<file path="config.mk">
export PLATFORM = sky130hd
export DESIGN_NAME = qspi_rom_reader
export DESIGN_NICKNAME = d
export VERILOG_FILES = /design/src/rtl/qspi_pkg.sv /design/src/rtl/qspi_bit_timer.sv /design/src/rtl/qspi_rom_reader.sv
export SDC_FILE = /design/constraint.sdc
export NUM_CORES = 1
export LEC_CHECK = 0
export ABC_AREA = 1
export BUFFER_PORTS_ARGS = -buffer_cell sky130_fd_sc_hd__buf_4
export CAP_MARGIN = 10
export CORE_MARGIN = 4
export CORE_UTILIZATION = 55
export CTS_CLUSTER_DIAMETER = 150
export DETAILED_ROUTE_END_ITERATION = 12
export PLACE_DENSITY_LB_ADDON = 0.3
export RECOVER_POWER = 100
export SLEW_MARGIN = 20
export SYNTH_ARGS = -nofsm -noshare
export SYNTH_HDL_FRONTEND = slang
export SYNTH_HIERARCHICAL = 1
export SYNTH_SLANG_ARGS = --single-unit
</file>
<file path="constraint.sdc">
create_clock -name clk -period 6.4 [get_ports clk]
set_input_delay 1.28 -clock clk [delete_from_list [all_inputs] [get_ports clk]]
set_output_delay 1.28 -clock clk [all_outputs]
set_load 0.02 [all_outputs]
</file>
<file path="src/rtl/qspi_pkg.sv">
// Shared types and constants for the quad-I/O fast-read (0xEB) ROM reader.
package qspi_pkg;

    typedef enum logic [2:0] {
        ST_IDLE,
        ST_CMD,
        ST_ADDR,
        ST_MODE,
        ST_DUMMY,
        ST_DATA,
        ST_DESEL
    } state_e;

    localparam int CNT_W = 8;

    localparam logic [7:0]       CMD_OPCODE = 8'hEB;
    localparam logic [3:0]       MODE_NIB   = 4'h0;

    localparam logic [CNT_W-1:0] CMD_SCK    = CNT_W'(8);
    localparam logic [CNT_W-1:0] ADDR_SCK   = CNT_W'(6);
    localparam logic [CNT_W-1:0] MODE_SCK   = CNT_W'(2);
    localparam logic [CNT_W-1:0] DATA_SCK   = CNT_W'(2);
    localparam logic [CNT_W-1:0] DESEL_SCK  = CNT_W'(1);

    localparam logic [3:0]       OE_CMD     = 4'b1101;
    localparam logic [3:0]       OE_ADDR    = 4'b1111;
    localparam logic [3:0]       OE_MODE    = 4'b1111;
    localparam logic [3:0]       OE_IN      = 4'b0000;

    // DESEL reuses the bit timer: one 2-clk "period" with SCK gated off.
    function automatic logic [CNT_W-1:0] sck_len(input state_e s, input logic [CNT_W-1:0] dummy);
        logic [CNT_W-1:0] len;
        len = DESEL_SCK;
        case (s)
            ST_CMD:   len = CMD_SCK;
            ST_ADDR:  len = ADDR_SCK;
            ST_MODE:  len = MODE_SCK;
            ST_DUMMY: len = dummy;
            ST_DATA:  len = DATA_SCK;
            default:  len = DESEL_SCK;
        endcase
        return len;
    endfunction

endpackage

</file>
<file path="src/rtl/qspi_bit_timer.sv">
// SCK phase generator and per-state SCK counter; tc_o strobes on the edge that ends the last SCK.
module qspi_bit_timer
    import qspi_pkg::*;
(
    input  logic             clk_i,
    input  logic             rst_ni,
    input  logic             run_i,
    input  logic             clr_i,
    input  logic [CNT_W-1:0] len_i,
    output logic             phase_o,
    output logic             sck_end_o,
    output logic             tc_o
);

    logic             phase_q, phase_d;
    logic [CNT_W-1:0] cnt_q, cnt_d;

    assign phase_o   = phase_q;
    assign sck_end_o = run_i & phase_q;
    assign tc_o      = sck_end_o & (cnt_q == len_i - CNT_W'(1));

    // A state change restarts the count at the low phase of the first SCK.
    always_comb begin
        phase_d = 1'b0;
        cnt_d   = '0;
        if (run_i && !clr_i) begin
            phase_d = ~phase_q;
            cnt_d   = cnt_q;
            if (phase_q) begin
                cnt_d = tc_o ? '0 : cnt_q + CNT_W'(1);
            end
        end
    end

    always_ff @(posedge clk_i or negedge rst_ni) begin
        if (!rst_ni) begin
            phase_q <= 1'b0;
            cnt_q   <= '0;
        end else begin
            phase_q <= phase_d;
            cnt_q   <= cnt_d;
        end
    end

endmodule

</file>
<file path="src/rtl/qspi_rom_reader.sv">
// Single-byte quad-I/O fast-read (0xEB) reader for a serial ROM, SCK = clk/2.
// Define QSPI_ROM_READER_BURST_EN to chain sequential reads without deselecting.
module qspi_rom_reader
    import qspi_pkg::*;
#(
    parameter int DUMMY_CLKS = 4,
    parameter int ADDR_W     = 24
) (
    input  logic              clk,
    input  logic              rst_n,
    input  logic              req,
    input  logic [ADDR_W-1:0] addr,
    output logic              ready,
    output logic              data_valid,
    output logic [7:0]        data,
    output logic              qspi_sck,
    output logic              qspi_ss_n,
    output logic [3:0]        qspi_io_out,
    output logic [3:0]        qspi_io_oe,
    input  logic [3:0]        qspi_io_in
);

    localparam logic [CNT_W-1:0] DUMMY_LEN = CNT_W'(DUMMY_CLKS);

    state_e           state_q, state_d;
    logic             run, clr, phase, sck_end, tc, accept, active;
    logic [CNT_W-1:0] len;
    logic [31:0]      sh_q, sh_d;
    logic [7:0]       din_q, din_d;
    logic [7:0]       data_q;
    logic             byte_done_q, data_valid_q;

    function automatic logic [23:0] addr_to_24(input logic [ADDR_W-1:0] a);
        logic [23:0] r;
        r = '0;
        for (int i = 0; i < ADDR_W && i < 24; i++) begin
            r[i] = a[i];
        end
        return r;
    endfunction

`ifdef QSPI_ROM_READER_BURST_EN
    logic [ADDR_W-1:0] addr_q;
    logic              burst_ok;
    assign burst_ok = data_valid_q && req && (addr == addr_q + ADDR_W'(1));
`endif

    assign run = (state_q != ST_IDLE);
    assign clr = (state_d != state_q);
    assign len = sck_len(state_q, DUMMY_LEN);

    qspi_bit_timer u_timer (
        .clk_i    (clk),
        .rst_ni   (rst_n),
        .run_i    (run),
        .clr_i    (clr),
        .len_i    (len),
        .phase_o  (phase),
        .sck_end_o(sck_end),
        .tc_o     (tc)
    );

    always_comb begin
        state_d = state_q;
        ready   = 1'b0;
        accept  = 1'b0;
        case (state_q)
            ST_IDLE: begin
                ready = 1'b1;
                if (req) begin
                    accept  = 1'b1;
                    state_d = ST_CMD;
                end
            end
            ST_CMD:   if (tc) state_d = ST_ADDR;
            ST_ADDR:  if (tc) state_d = ST_MODE;
            ST_MODE:  if (tc) state_d = (DUMMY_CLKS == 0) ? ST_DATA : ST_DUMMY;
            ST_DUMMY: if (tc) state_d = ST_DATA;
            ST_DATA: begin
`ifdef QSPI_ROM_READER_BURST_EN
                // The flash keeps streaming after each byte; the first SCK of the
                // next byte runs speculatively and is dropped unless a sequential
                // request arrives in the data_valid cycle (others are discarded).
                ready = data_valid_q;
                if (data_valid_q && !burst_ok) state_d = ST_DESEL;
`else
                if (tc) state_d = ST_DESEL;
`endif
            end
            ST_DESEL: if (tc) state_d = ST_IDLE;
            default:  state_d = ST_IDLE;
        endcase
    end

    // Opcode and address share one shifter: 1 bit/SCK in CMD, 1 nibble/SCK in ADDR.
    always_comb begin
        sh_d  = sh_q;
        din_d = din_q;
        if (accept) begin
            sh_d = {CMD_OPCODE, addr_to_24(addr)};
        end else if (sck_end && state_q == ST_CMD) begin
            sh_d = sh_q << 1;
        end else if (sck_end && state_q == ST_ADDR) begin
            sh_d = sh_q << 4;
        end
        if (sck_end && state_q == ST_DATA) begin
            din_d = {din_q[3:0], qspi_io_in};
        end
    end

    always_ff @(posedge clk or negedge rst_n) begin
        if (!rst_n) begin
            state_q      <= ST_IDLE;
            sh_q         <= '0;
            din_q        <= '0;
            data_q       <= '0;
            byte_done_q  <= 1'b0;
            data_valid_q <= 1'b0;
`ifdef QSPI_ROM_READER_BURST_EN
            addr_q       <= '0;
`endif
        end else begin
            state_q      <= state_d;
            sh_q         <= sh_d;
            din_q        <= din_d;
            byte_done_q  <= tc && (state_q == ST_DATA);
            data_valid_q <= byte_done_q;
            if (byte_done_q) data_q <= din_q;
`ifdef QSPI_ROM_READER_BURST_EN
            if (accept || (state_q == ST_DATA && burst_ok)) addr_q <= addr;
`endif
        end
    end

    assign active     = (state_q != ST_IDLE) && (state_q != ST_DESEL);
    assign qspi_ss_n  = ~active;
    assign qspi_sck   = active & phase;
    assign data_valid = data_valid_q;
    assign data       = data_q;

    always_comb begin
        qspi_io_out = 4'h0;
        qspi_io_oe  = OE_IN;
        case (state_q)
            ST_CMD: begin
                qspi_io_oe  = OE_CMD;
                qspi_io_out = {2'b11, 1'b0, sh_q[31]};
            end
            ST_ADDR: begin
                qspi_io_oe  = OE_ADDR;
                qspi_io_out = sh_q[31:28];
            end
            ST_MODE: begin
                qspi_io_oe  = OE_MODE;
                qspi_io_out = MODE_NIB;
            end
            default: ;
        endcase
    end

endmodule

</file>
==> metrics, run 1 <==
Synth async-reset ratio 100%; Final WS setup 1600 ps; die area 8150 µm²; static leakage 2.14 nW; Post-CTS Setup Inserts 0; Achievable Freq ~210 MHz; core area 6460 µm²; startpoint types register; DR vias 3523; largest family of logic cells by synthesized area simple AND/OR/NAND/NOR gates; initial antenna violation count 0; Post-CTS Resized 0; share of layout cells above drive strength 1 13.3%; Die X 90.3 µm; relative max-transition margin -115%; RSZ-0062 raised after global routing false; most used flip-flop cell after synthesis dfrtp_1; worst vdd ir between 0.0002 and 0.00025 V; Mapped Area between 3000 and 4000 µm²; CTS root buffer clkbuf_8; GRT Total Usage 21.6%; # clock sinks 62; minimum clock period 4800 ps; Period Utilization, post-route 75.0%; Worst Path Max Fanout 28; largest net degree at the start of global routing 63; I/O pin count 51; measured slew at the worst slew-check pin approximately 3200 ps; Mapped Cells 514; synthesized flop and latch total 62; ant diodes 0; crit end category register; iteration-0 DRC count of the detailed router 248; simple logic cell fraction of the synthesized area 42.9%; Power per Cell Area 359 nW/µm²; drt first pass iters 5; GPL Wtd Cong 0.907; sequential area share after synthesis 41.7%; final hold vios 0; grt total ovfl 0; DRC viols 0; chip height roughly 90 µm; Compound-Gate Fraction of Synth Area 3.26%; Crit Path Class reg -> reg; mux share of post-synthesis cell area 1.82%; XOR/XNOR Fraction of Synth Area 1.18%; H-Tree Depth 3; hold-fix buffers at CTS 0; TritonCTS buffer count 9; area delta synth->final 11.0%; EDFF count, synth 0; Fin Setup TNS 0 ps; post-DR wirelength/cell 13.2 µm; Initial Util 57.6%; I/O Buffers 50; outcome finished with violations; Final Net Count 592; row cnt 29; Ys Warns 6; CTS clock-pin slew for the worst setup and hold paths ~70 ps; final setup fails 0; Clock Latency Late Sink 340 ps; clock skew 10.5 ps; DRT Wirelength 8480 µm; Adder-Cell Fraction of Synth Area 0.672%; syn avg cell area 7.24 µm²; drt via density 5.50; most frequent cells in the layout nand2_1, nand3_1, dfrtp_1, nor2_1, inv_1; CTS tree yes; WP data arrival 5070 ps; pre-CTS setup slack around 2700 ps; commonest non-fill, non-tap cell in the layout nand2_1; Worst Hold Class reg -> reg; Yosys cell types 29; fin. max-slew vios 92; final antenna-violating net count 0; failing checks max-capacitance violations, max-slew violations; vias in the first global route 3280; HPWL after DPL 5730 µm; Crit path required time around 6700 ps; Max Cap Violations 2; Longest Clk Path Bufs 2; first-pass GRT wire length 14600 µm
[kinds of logic (layout without fill, tap and decap cells)]
kind of cell             count (synthesis)  count (layout)
AO/OA/AOI/OAI                           23              23
XOR/XNOR                                 5               5
adder cells (fa/ha/maj)                  2               2
buffers and inverters                   65             104
flip-flops                              62              62
multiplexers                             6               6
other                                    1              12
AND/OR/NAND/NOR                        350             350
[where the power goes]
part | switching, mW | internal (mW) | total (mW)
Clock | 0.153 | 0.149 | 0.301
Sequential | 0.0994 | 0.499 | 0.599
Combinational | 0.383 | 0.202 | 0.586
Total | 0.635 | 0.850 | 1.49
[worst paths after layout]
path | depth (start not counted) | slack (ps) | startpoint | endpoint
setup reg to reg | 21 | 1600 | state_q[1] | u_timer/cnt_q[0]
setup / recovery | 21 | 1600 | state_q[1] | u_timer/cnt_q[0]
min in group asynchronous | 1 | 2020 | rst_n | u_timer/cnt_q[6]
hold reg to reg | 2 | 480 | din_q[5] | din_q[5]
hold / removal | 2 | 480 | din_q[5] | din_q[5]
max in group asynchronous | 1 | 2580 | rst_n | sh_q[30]
[synth_stat cells, types with 6 or more instances]
cell type	n	area (µm²)
nand4_1	21	131
buf_2	15	75.1
a21oi_1	9	45.0
nand2_1	189	709
mux2_2	6	67.6
inv_2	7	26.3
nor2_1	32	120
o21ai_0	8	40.0
inv_1	30	113
nand3_1	84	420
dfrtp_1	62	1550
[final cells by class]
class | count | area, µm²
well taps | 77 | 96.3
inverters | 37 | 139
clock inverters | 6 | 37.5
clock buffers | 10 | 138
flip-flops and latches | 62 | 1550
fillers | 602 | 2330
multi-input cells | 398 | 1860
repair buffers | 51 | 312
[per-layer routing]
metal  up-vias  routed length, µm  part of all wire, %  global-route usage, %
met5         -                  0                    0                      0
met4         0                154                  1.8                   8.42
met3        17                494                  5.8                   5.67
met2       116               4240                   50                   36.5
met1      1651               3600                   42                   26.5
li1       1739                  -                    -                      -
[flip-flops by register name, indices dropped and copies added (netlist names)]
| signal | count |
|---|---|
| din_q | 8 |
| data | 8 |
| u_timer/phase_o | 1 |
| byte_done_q | 1 |
| data_valid | 1 |
| state_q | 3 |
| sh_q | 32 |
| u_timer/cnt_q | 8 |
[stage by stage]
stage          power [mW]  std cells  cell area, µm²  hold WS [ps]  utilization, %
2_1_floorplan        1.07        525            3760           352               -
3_3_place_gp         1.19        625            4070           455            63.0
3_5_place_dp         1.21        625            4070           476            63.0
4_1_cts              1.52        641            4240           492            65.7
5_1_grt              1.61        641            4130           527            64.0
6_report             1.49        641            4130           485            64.0
[critical path, cell delays in order (launching register included)]
cell and delay (ps):
dfrtp_1 500, nor2_1 1430, nand2_2 170, inv_1 260
inv_1 70, nor2_1 150, o21ai_1 90, nand2_1 60
nand2_1 60, nor2_2 70, nand3_1 290, inv_1 200
nand2_1 130, nand2_1 100, inv_1 40, nand2_1 50
nand3_1 80, nand2_1 100, nand2_1 70, nor3_2 530
nand2_1 150, nand2_1 100
Power figures use the tool's default switching activity.
==> run 2: changes to the inputs <==
Clock period 6.4 ns to 5 ns, I/O delays scaled along.
==> metrics, run 2 (same netlist as run 1, synthesis figures left out) <==
Power per Cell Area between 400 and 500 nW/µm²; startpoint types register; initial antenna violation count 0; relative max-transition margin -121%; Fin Setup TNS 0 ps; post-DR wirelength/cell 13.5 µm; Worst Hold Class reg -> reg; Post-CTS Setup Inserts 0; hold slack final between 400 and 500 ps; DR vias 3544; measured slew at the worst slew-check pin 3310 ps; core area 6460 µm²; Initial Util 57.6%; GRT Total Usage 22.1%; static leakage 2.20 nW; setup slack, reg-to-reg 920 ps; fin. max-slew vios 63; minimum clock period 4080 ps; Power Total 2.11 mW; grt total ovfl 0; largest net degree at the start of global routing 63; Final WS setup between 900 and 1000 ps; failing checks max-capacitance violations, max-slew violations; Longest Clk Path Bufs 2; Crit path required time 5270 ps; clock skew 10.0 ps; Achievable Freq approximately 240 MHz; register share of total power 36.4%; I/O pin count 51; drt first pass iters 5; fin util 65.8%; sw power 0.827 mW; pre-CTS setup slack 1310 ps; placed inst area 4070 µm²; I/O Buffers 50; die area 8150 µm²; HPWL after DPL around 5800 µm; # clock sinks 62; final hold vios 0; Max Cap Violations 1; Die X 90.3 µm; crit end category register; iteration-0 DRC count of the detailed router 238; DRT Wirelength around 8700 µm; worst vdd ir 0.000392 V; first-pass GRT wire length 15000 µm; WP data arrival 4350 ps; CTS tree yes; share of layout cells above drive strength 1 13.7%; Worst Path Max Fanout 9; CTS root buffer clkbuf_8; Final Net Count ~600; DRC viols 0; row cnt 29; most frequent cells in the layout nand2_1, nand3_1, dfrtp_1, inv_1; hold-fix buffers at CTS 0; placed insts around 630; Crit Path Class reg -> reg; vias in the first global route 3416; commonest non-fill, non-tap cell in the layout nand2_1; chip height around 90 µm; Largest Register sh_q; Clk pwr share 27.8%; Clock Latency Late Sink 330 ps; internal power 1.29 mW; Gate power share 35.8%; area delta synth->final 14.2%; Layout Cells excl Fill 641; outcome finished with violations; H-Tree Depth 3; Post-CTS Resized 0; design area 4250 µm²; GPL Wtd Cong 0.907; CTS clock-pin slew for the worst setup and hold paths 70 ps; Switching Share 39.1%; final setup fails 0; drt via density 5.53; Period Utilization, post-route 81.7%; final antenna-violating net count 0; TritonCTS buffer count 9; ant diodes 0; RSZ-0062 raised after global routing false; max reg flops 32
-- run 2: changes by cell type in the layout (fill, tap and decap cells not counted), moves of 3 or more --
| cell | before | now |
|---|---|---|
| bufinv_16 | 0 | 4 |
| clkinvlp_4 | 3 | 0 |
| clkinv_2 | 3 | 0 |
| clkinv_4 | 0 | 3 |
-- run 2: worst paths after layout --
check,endpoint,depth (start not counted),startpoint
min,din_q[5],2,din_q[5]
min reg2reg,din_q[5],2,din_q[5]
max in group asynchronous,sh_q[6],1,rst_n
max,u_timer/cnt_q[6],26,state_q[1]
max reg2reg,u_timer/cnt_q[6],26,state_q[1]
min in group asynchronous,data[4],1,rst_n
-- run 2: metal layers --
layer	vias to the layer above	track usage [%]	routed length, µm
li1	1736	-	-
met1	1660	27.5	3750
met2	126	36.8	4240
met3	22	4.75	512
met4	0	9.95	165
met5	-	0	0
-- run 2: critical path, cell delays in order, from the launching register on --
cell and delay, ps:
dfrtp_1 650, inv_1 150, nor2_1 300, nor2_1 110
nor2_1 130, inv_1 70, ha_1 290, inv_1 40
nand2_1 50, nand3_1 60, nor2_1 130, nand3_2 110
nor2_4 80, nand3_1 280, inv_1 200, nand2_1 130
nand2_1 110, inv_1 40, nand2_1 60, nand3_1 90
nand2_1 100, nand2_1 70, nor2_1 320, o21ai_0 140
a21oi_1 160, nand2_1 80, nand2_1 80
-- run 2: cell type report --
cell class | count | area [µm²]
timing repair buffer | 51 | 315
clock buffer | 9 | 124
multi-input combinational | 398 | 1880
fill | 586 | 2210
clock inverter | 7 | 146
sequential | 62 | 1550
tap | 77 | 96.3
inverter | 37 | 139
-- run 2: power by group through the flow --
stage | Combinational (mW) | Sequential (mW) | Clock, mW
2_1_floorplan | 0.641 | 0.726 | 0
3_3_place_gp | 0.759 | 0.770 | 0
3_5_place_dp | 0.782 | 0.772 | 0
4_1_cts | 0.787 | 0.765 | 0.595
5_1_grt | 0.863 | 0.791 | 0.620
6_report | 0.757 | 0.769 | 0.586
==> run 3: changes to the inputs <==
Clock period 5 ns to 3.8 ns, I/O delays scaled along.
==> metrics, run 3 (same netlist as run 1, synthesis figures left out) <==
outcome finished with violations; failing checks max-capacitance violations, max-slew violations; RSZ-0062 raised after global routing false; placed insts 630; Crit path required time ~4000 ps; DRT Wirelength 8580 µm; static leakage 2.19 nW; drt via density 5.50; ant diodes 0; share of layout cells above drive strength 1 between 10% and 20%; # clock sinks 62; measured slew at the worst slew-check pin 1720 ps; worst r2r path cells 25; grt total ovfl 0; RR Startpoint state_q[0]; fin. max-slew vios 104; final hold vios 0; I/O Buffers 50; vias in the first global route around 3.4k; minimum clock period 3390 ps; CTS tree yes; Crit Path Class reg -> reg; first-pass GRT wire length between 15000 and 20000 µm; commonest non-fill, non-tap cell in the layout nand2_1; crit end category register; GPL Wtd Cong 0.910; die area 8150 µm²; GRT Total Usage about 22%; clock skew 9.97 ps; CP startpoint state_q[0]; most frequent cells in the layout nand2_1, nand3_1, dfrtp_1, buf_4; Worst Hold Class reg -> reg; drt first pass iters 5; Layout Cells excl Fill about 650; worst vdd ir ~0.00038 V; Max Cap Violations 2; largest net degree at the start of global routing 63; HPWL after DPL 5690 µm; iteration-0 DRC count of the detailed router approximately 280; DR vias 3552; DRC viols 0; area delta synth->final 14.6%; Largest Register sh_q; WP data arrival about 3700 ps; final antenna-violating net count 0; setup slack, reg-to-reg 410 ps; Final Net Count 597; Die X 90.3 µm; Initial Util 57.6%; Fin Setup TNS 0 ps; relative max-transition margin -14.8%; H-Tree Depth 3; CTS root buffer clkbuf_8; I/O pin count between 50 and 60; row cnt 29; Achievable Freq 295 MHz; final setup fails 0; Worst Setup EP u_timer/cnt_q[3]; Power per Cell Area 632 nW/µm²; Worst Path Max Fanout 9; Longest Clk Path Bufs 2; max reg flops 32; post-DR wirelength/cell 13.3 µm; r2r endpoint u_timer/cnt_q[3]; startpoint types register; CTS clock-pin slew for the worst setup and hold paths 80 ps; initial antenna violation count 0; Period Utilization, post-route 89.1%; core area 6460 µm²; TritonCTS buffer count 9; Clock Latency Late Sink 350 ps; chip height about 90 µm
==> run 3: repair_timing <==
action                                  4_1_cts  5_1_grt
endpoints found under the setup margin        0        8
hold buffers                                  0        0
resized for setup                             0        5
setup buffers                                 0        0
==> run 3: metrics by stage <==
| step | power [mW] | cell area [µm²] | hold slack, ps | setup WS [ps] | util (%) |
|---|---|---|---|---|---|
| 3_3_place_gp | 2.03 | 4110 | 449 | 357 | 63.6 |
| 2_1_floorplan | 1.80 | 3760 | 352 | 641 | - |
| 4_1_cts | 2.73 | 4330 | 479 | 94.4 | 67.1 |
| 6_report | 2.70 | 4260 | 479 | 414 | 66.0 |
| 3_5_place_dp | 2.06 | 4110 | 459 | 142 | 63.6 |
| 5_1_grt | 2.91 | 4260 | 510 | 32.7 | 66.0 |
==> run 3: area by class of cell <==
cell class,instances,area [µm²]
Tap cell,77,96.3
Sequential cell,62,1550
Clock buffer,9,124
Clock inverter,7,103
Inverter,37,139
Timing Repair Buffer,56,350
Fill cell,597,2190
Multi-Input combinational cell,398,1900
==> run 3: worst max-delay path, stage by stage (launching register included) <==
cell,delay (ps)
dfrtp_1,520
nor2_4,200
nor2_1,100
nor2_2,150
inv_1,100
ha_1,300
inv_1,40
nand2_1,60
nand3_1,70
nor2_1,140
nand3_2,110
nor2_4,110
nand3_4,120
inv_1,140
nand2_1,140
nand2_1,110
inv_1,40
nand2_1,50
nand3_1,80
nand2_1,70
nand2_1,100
nor2_4,190
o21ai_0,120
a21oi_1,140
nand2_1,70
nand2_1,60
==> run 3: worst min-delay path by stage <==
stage	start	end	slack [ps]	cells after the start
floorplan	byte_done_q	data_valid	350	0
global placement	din_q[4]	din_q[4]	450	2
detailed placement	din_q[4]	din_q[4]	460	2
CTS	din_q[4]	din_q[4]	480	2
global route	din_q[5]	din_q[5]	510	2
finish	din_q[4]	din_q[4]	480	2
==> run 3: power breakdown <==
part / internal [mW] / leakage, nW / switching (mW)
Sequential: 0.840 / 0.796 / 0.176
Clock: 0.377 / 0.111 / 0.289
Combinational: 0.364 / 1.28 / 0.651
==> run 3: metal layers <==
layer / vias up / GRT usage (%) / share of wire (%)
met1: 1666 / 27.4 / 44
li1: 1758 / - / -
met5: - / 0 / 0
met2: 111 / 37.6 / 49
met4: 0 / 9.69 / 2.0
met3: 17 / 4.83 / 5.5
